<file path="src/rtl/bne_seq_ctrl.sv">
// bne_seq_ctrl: weight-load / image-stream sequencer for the
// binary neural engine, with a credit-gated result FIFO.
module bne_seq_ctrl #(
  parameter int AW         = 8,
  parameter int ENG_LAT    = 1,
  parameter int FIFO_DEPTH = 4
) (
  input  logic          clk,
  input  logic          rst,
  input  logic          start,
  input  logic [AW-1:0] base_addr,
  input  logic [AW-1:0] len,
  input  logic [AW-1:0] wgt_addr,
  input  logic [4:0]    op_cfg,
  output logic          busy,
  output logic          done,
  output logic [AW-1:0] sram_addr_r,
  output logic [4:0]    eng_opcode,
  output logic          eng_w_en,
  input  logic [6:0]    eng_result,
  output logic [6:0]    res_data,
  output logic          res_valid,
  input  logic          res_ready
);
  localparam int TD  = 1 + ENG_LAT;
  localparam int PW  = $clog2(FIFO_DEPTH);
  localparam int CTW = PW + 1;
  localparam int CW  = $clog2(FIFO_DEPTH + TD + 2) + 1;

  typedef enum logic [2:0] {
    IDLE, WLOAD, ISSUE, DRAIN, DONE
  } state_t;

  state_t        state, state_n;
  logic [AW-1:0] base_q;
  logic [AW-1:0] rem, rem_n;
  logic [AW-1:0] k, k_n;
  logic [AW-1:0] addr_n;
  logic [4:0]    op_q;
  logic [TD:0]   tag;
  logic          issue_n;

  logic          push, pop;
  logic [PW-1:0] wr_ptr, rd_ptr, rd_n;
  logic [PW:0]   cnt, cnt_n, left;
  logic [6:0]    mem [FIFO_DEPTH];
  logic [6:0]    head_n;
  logic [CW-1:0] inflight_n, occ_n;

  assign push  = tag[TD];
  assign pop   = res_valid & res_ready;
  assign cnt_n = cnt + CTW'(push) - CTW'(pop);
  assign left  = cnt - CTW'(pop);
  assign rd_n  = rd_ptr + PW'(pop);

  // tags still in flight after this edge (the exiting one is pushed)
  always_comb begin
    inflight_n = '0;
    for (int i = 0; i < TD; i++) begin
      inflight_n = inflight_n + CW'(tag[i]);
    end
  end

  assign occ_n = CW'(cnt_n) + inflight_n;

  always_comb begin
    state_n = state;
    rem_n   = rem;
    k_n     = k;
    addr_n  = sram_addr_r;
    issue_n = 1'b0;
    unique case (state)
      IDLE: begin
        if (start) begin
          if (len == '0) begin
            state_n = DONE;
          end else begin
            state_n = WLOAD;
            addr_n  = wgt_addr;
            rem_n   = len;
            k_n     = '0;
          end
        end
      end
      WLOAD, ISSUE: begin
        if (rem != '0 && occ_n < CW'(FIFO_DEPTH)) begin
          issue_n = 1'b1;
          addr_n  = base_q + k;
          k_n     = k + 1'b1;
          rem_n   = rem - 1'b1;
        end
        if (state == WLOAD) state_n = ISSUE;
        else if (rem == '0) state_n = DRAIN;
      end
      DRAIN: begin
        if (inflight_n == '0) state_n = DONE;
      end
      DONE: state_n = IDLE;
      default: state_n = IDLE;
    endcase
  end

  always_ff @(posedge clk or negedge rst) begin
    if (!rst) begin
      state       <= IDLE;
      rem         <= '0;
      k           <= '0;
      base_q      <= '0;
      op_q        <= '0;
      sram_addr_r <= '0;
      tag         <= '0;
      eng_opcode  <= '0;
      eng_w_en    <= 1'b0;
      busy        <= 1'b0;
      done        <= 1'b0;
    end else begin
      state       <= state_n;
      rem         <= rem_n;
      k           <= k_n;
      sram_addr_r <= addr_n;
      tag         <= {tag[TD-1:0], issue_n};
      eng_opcode  <= tag[0] ? op_q : 5'd0;
      eng_w_en    <= (state == WLOAD);
      busy        <= (state_n != IDLE);
      done        <= (state_n == DONE);
      if (state == IDLE && start) begin
        base_q <= base_addr;
        op_q   <= op_cfg;
      end
    end
  end

  // registered head: bypass the pushed word when the FIFO runs dry
  always_comb begin
    head_n = res_data;
    if (left != '0) head_n = mem[rd_n];
    else if (push) head_n = eng_result;
  end

  always_ff @(posedge clk or negedge rst) begin
    if (!rst) begin
      wr_ptr    <= '0;
      rd_ptr    <= '0;
      cnt       <= '0;
      res_valid <= 1'b0;
      res_data  <= '0;
    end else begin
      if (push) wr_ptr <= wr_ptr + 1'b1;
      rd_ptr    <= rd_n;
      cnt       <= cnt_n;
      res_valid <= (cnt_n != '0);
      res_data  <= head_n;
    end
  end

  always_ff @(posedge clk) begin
    if (push) mem[wr_ptr] <= eng_result;
  end

  a_no_ovf: assert property (@(posedge clk) disable iff (!rst)
    !(push && !pop && cnt == CTW'(FIFO_DEPTH)))
    else $error("result fifo overflow");

endmodule

</file>
<file path="config.mk">
export PLATFORM = sky130hd
export DESIGN_NAME = bne_seq_ctrl
export DESIGN_NICKNAME = d
export VERILOG_FILES = /design/src/rtl/bne_seq_ctrl.sv
export SDC_FILE = /design/constraint.sdc
export NUM_CORES = 1
export LEC_CHECK = 0
export BUFFER_PORTS_ARGS = -buffer_cell sky130_fd_sc_hd__buf_2
export CORE_MARGIN = 2
export CORE_UTILIZATION = 30
export CTS_CLUSTER_SIZE = 10
export DETAILED_ROUTE_END_ITERATION = 8
export GPL_TIMING_DRIVEN = 0
export HOLD_SLACK_MARGIN = 0.03
export PLACE_DENSITY = 0.45
export SYNTH_ARGS = -nofsm -noshare
export SYNTH_HDL_FRONTEND = slang
export SYNTH_SLANG_ARGS = --single-unit
export TNS_END_PERCENT = 30
</file>
<file path="constraint.sdc">
create_clock -name clk -period 2.9 [get_ports clk]
set_input_delay 0.58 -clock clk [delete_from_list [all_inputs] [get_ports clk]]
set_output_delay 0.58 -clock clk [all_outputs]
set_load 0.005 [all_outputs]
</file>
* Yosys cells after proc, flatten, opt, wreduce, memory -nomap -nowiden
Memories as Yosys holds them, arrays and structs flattened. Cells that the tools add are included.
Word-level totals: register bits after elaboration 66, memory bits (writable) 28, input bits 40, output and inout port bits 24, logic and storage cells 75, memories kept 1
Cells by class: $add $sub $neg 10, $lt $le $gt $ge 1, eq/ne operators 7, multiplexer cells 25, bitwise logic cells 1, reduce and logical (&&, ||, !) cells 14
Memory list:
- mem | words 4, width 7, rd ports 1, clocked after memory_dff 0, wr ports 1, line 46 | logic [6:0] mem [FIFO_DEPTH];
Operators by type and width (number):
- $mux 8 | 9
- $pmux 8 s2 | 3
- $logic_not 8->1 | 2
- $mux 3 | 5
- $mux 7 | 2
- $pmux 3 s3 | 1
- $reduce_bool 3->1 | 3
- $add 8x1->8 const B | 1
- $add 8x8->8 | 1
- $reduce_bool 8->1 | 1
- $sub 8x1->8 const B | 1
- $eq 3x2->1 const B | 2
- $ne 2x2->1 const B | 3
- $sub 3x1->3 | 2
- $mux 5 | 1
- $add 3x2->4 | 1
- $logic_not 4->1 | 1
- $lt 4x3->1 const B | 1
- $mux 1 | 4
- $reduce_and 4->1 | 1
- $reduce_bool 2->1 | 2
- $add 3x1->3 | 1
- $eq 3x1->1 const B | 1
- $eq 3x3->1 const B | 1
- 7 further kinds | 8

* Longest topological paths before layout
word-level depth 7, gate-level depth with buffers 12, depth with buffers taken out 11

* Worst setup path before layout
No wires, ideal clock.
path kind input port to flip-flop, start input res_ready, end register rem[5], arrival time 2.832 ns, data required time 2.831 ns, path slack -0.001 ns, cell stages on the path 9, buffers on the path 0, path through nand2_1 or2_2 fa_1 ha_1 and3_1 nor4_4 a21oi_2 or4_1 nand3_1
On the way: word-level cells in the longest chain between the ends 7
RTL lines:
- from (decl) | line 23 | input logic res_ready
- $and 1x1->1 | line 51 | assign pop = res_valid & res_ready;
- $sub 3x1->3 | line 52 | assign cnt_n = cnt + CTW'(push) - CTW'(pop);
- via cnt_n[1] | line 45 | logic [PW:0] cnt, cnt_n, left;
- $add 3x2->4 | line 64 | assign occ_n = CW'(cnt_n) + inflight_n;
- $lt 4x3->1 | line 86 | if (rem != '0 && occ_n < CW'(FIFO_DEPTH)) begin
- $logic_and 1x1->1 | line 86
- $ne 2x2->1 (no line)
- $reduce_and 4->1 (no line)
- to (signal assigned) | line 118 | rem <= rem_n;
- to (decl) | line 36 | logic [AW-1:0] rem, rem_n;
The timed path passes the listed nets, and every way through them passes these cells. A chain may end at the register's enable or synchronous reset.

* Worst setup path after layout
start register res_valid, end register rem[2]
On the way: word-level cells in the longest chain between the ends 7
RTL lines:
- from (decl) | line 22 | output logic res_valid,
- from (signal assigned) | line 151 | res_valid <= (cnt_n != '0);
- $and 1x1->1 | line 51
- $sub 3x1->3 | line 52
- via cnt_n[1] | line 45
- $add 3x2->4 | line 64
- $lt 4x3->1 | line 86
- $logic_and 1x1->1 | line 86
- $ne 2x2->1 (no line)
- $reduce_and 4->1 (no line)
The timed path passes the listed nets, and every way through them passes these cells.

==> flow_summary.ini <==
[setup_path]
crit_fanout = 5
crit_type = register to register
slowest_stage = fa_2
worst_ep_arrival_time_ns = 3.12
worst_ep_required_ns = 3.14
count_of_cells_along_the_worst_register_to_register_path = 13
worst_setup_path_end_kind = register
critical_path.max_stage_delay_ns = 0.47
startpoint_types = register
timing.reg2reg.setup_slack_ns = 0.02
timing.critical_path.max_delay_family = adder cells
rr_endpoint = rem[2]
critical_path.cell_chain = nand2_8 -> xnor2_4 -> ha_2 -> fa_2 -> ha_4 -> and3_4 -> nor4_4 -> buf_4 -> buf_6 -> a21o_4 -> buf_12 -> clkbuf_16 -> o21a_1
worst_r2r_startpoint = res_valid
path_buf_inv = 4

[placed_design]
dpl-instance-area_mm2 = 0.004962
io_buffer_count = 63
rd_place_congestion = 0.7362
place_hpwl_mm = 6.984

[sta]
period_share_pct = 99.27
report.final.slew_viol_count = 0
grt_setup_unrepaired = yes
final_period_minus_worst_setup_slack_ns = 2.879
tightest_slew_ns = 0.9549
max_freq_mhz = 347.4
setup_total_negative_slack_ns = 0
setup-violations-final = 0
relative_max_transition_margin_pct = 36.13
clock_skew_ns = 0.009141
hold_viol = 0

[layout]
layout-drive-gt1-share_pct = 31.88
filler_cell_count = 1370
final_area_mm2 = 0.005416
final_nets = 493
multi_input_area_mm2 = 0.001829
syn2layout_area_growth_pct = 24.75
final-seq-area_mm2 = 0.002495
finish.utilization_pct = 38.72
insertedDiodeCount = 0

[logic_synthesis]
synth-edff-count = 28
syn_inst = 347
synth_flop_cell = dfrtp_1
netlist-cell-type-count = 55
mappedNetlistNets = 409
synthesis.area_mm2 = 0.004342
synth.top_cells.by_count = dfrtp_1, nor2_1, edfxtp_1, nand2_1, ha_1
yosys_warnings = 0
post-synth-top-count-cell = dfrtp_1
synth.top_cell.area_share_pct = 38.04
asyncSetResetFlopFracSynth_pct = 70.21
yosysTopAreaCell = dfrtp_1
ys_seq_area_share_pct = 57.41
synth.top_cells.by_area = dfrtp_1, edfxtp_1, ha_1
postSynthAreaPerCell_um2 = 12.51
ys_ff_latch = 94

[clock_network]
clk_latency_ns = 0.35
number_of_levels_in_the_clock_h_tree = 3
cts_made_buffers = 9
clkSlewWorstSetupHoldPaths_ns = 0.07
cts_tree = built
tritoncts_num_sinks = 94
cts-root-buf = clkbuf_16
clk_path_buf_depth = 2

[routing]
detail_route.first_pass.iterations = 4
route.met2.wl_mm = 4.456
route.layer.met1.wl_mm = 5.146
wl_per_cell_um = 16.54
route.detailed.vias_per_inst = 4.828
wl_met3_um = 381
routed-via-count = 2974
ant_nets = 0
maxUsedRoutingLayer = met4
drc = 0
initialDrtViolationCount = 192
totalWireLength_mm = 10.19

[power_and_ir_drop]
powerDensity_mw_per_mm2 = 1243
ir_drop_v = 0.0004679
static-leakage-power_uw = 0.002351
power_uw = 6734

[worst_hold_path]
worst_hold_path_type = input pin to async pin

[grt]
grt_start_max_net_pins = 67
vias_in_the_first_global_route = 3104
globalRoute.totalOverflow = 0
groute.usage.overall_pct = 13.90
antenna_violations_before_repair = 0
grt_pass1_wl_mm = 16.72

[floorplan]
die_y_um = 124.3
floorplan.die_area_mm2 = 0.01545
coreArea_mm2 = 0.01399
die_w_um = 124.3
row_count = 43
num_io_pins = 64
floorplan.initialDensity_pct = 31.04

[run_status]
status = finished, final reports clean

[flow_run]
max-cap-violations = 0
==> worst max path at each step <==
stage                         start              to  slack (ns)  cells past startpoint
after detailed placement  res_ready  sram_addr_r[4]       -0.47                     13
after floorplan           res_ready          rem[5]     -0.0004                     10
after global placement    res_ready  sram_addr_r[4]       -0.48                     13
after global routing      res_valid          rem[2]       -0.05                     13
after CTS                 res_valid  sram_addr_r[4]        0.03                     12
final                     res_valid          rem[2]        0.02                     13
==> final cells by class <==
class,count,share of cell area [%]
Sequential cell,94,46.06
Multi-Input combinational cell,226,33.77
Timing Repair Buffer,73,8.247
Clock buffer,12,4.366
Tap cell,180,4.158
Buffer,13,1.548
Inverter,14,0.9702
Clock inverter,4,0.8778
==> timing repair <==
item | in CTS | in global routing
gates resized for setup | 1 | 16
hold buffers | 0 | 0
cloned | 0 | 1
endpoints found under the setup margin | 18 | 22
buffers inserted | 4 | 5
pin swaps | 2 | 7
==> power breakdown <==
| group | switching, µW | internal (µW) | total (µW) |
|---|---|---|---|
| sequential | 295 | 1860 | 2160 |
| clock | 500 | 667 | 1170 |
| combinational | 1770 | 1640 | 3410 |
| total | 2560 | 4170 | 6730 |
==> placed cells by master (no fill, tap or decap), types with 9 or more instances in the layout <==
master,n
mux2_2,12
inv_1,13
mux2i_1,11
ha_1,18
nor2_1,28
dfrtp_1,64
and2_1,12
buf_2,66
nand2_1,23
clkbuf_16,10
a21oi_1,18
edfxtp_1,28
o21ai_0,9
==> sequential cells by signal (all words and copies together), names as in the netlist, 2 cells and up <==
signal       count
op_q             5
rd_ptr           2
eng_opcode       5
mem             28
sram_addr_r      8
wr_ptr           2
k                8
rem              8
cnt              3
base_q           8
tag              3
state            3
res_data         7
==> per-layer routing <==
layer	up-vias	track usage, %
met3	13	3.308
met2	59	20.35
li1	1426	-
met1	1476	19.54
met5	-	0
met4	0	6.279
==> cell families (layout without fill, tap and decap cells) <==
family          Yosys count  after routing  synth area share [%]
simple gates            102            102                 11.90
fa+ha+maj                22             22                 6.686
mux                      30             30                 9.280
xor+xnor                 12             12                 2.738
flops                    94             94                 57.41
buf+inv                  27            116                 2.767
compound gates           60             60                 9.222
==> stage by stage <==
step	std cells	hold WS, ns	setup WS (ns)
after floorplan	347	0.2844	-0.0003562
after global placement	590	0.3933	-0.4819
after detailed placement	591	0.4058	-0.4683
after CTS	611	0.2421	0.03271
after global routing	616	0.2568	-0.05324
final	616	0.2152	0.02106
==> worst reg2reg max path, cell delays in order, from the launching register on <==
cell       delay (ns)
dfrtp_2          0.44
nand2_8          0.09
xnor2_4          0.12
ha_2             0.21
fa_2             0.47
ha_4             0.28
and3_4           0.17
nor4_4           0.04
buf_4            0.17
buf_6            0.11
a21o_4           0.22
buf_12           0.13
clkbuf_16        0.15
o21a_1           0.16
Power figures use the tool's default switching activity.
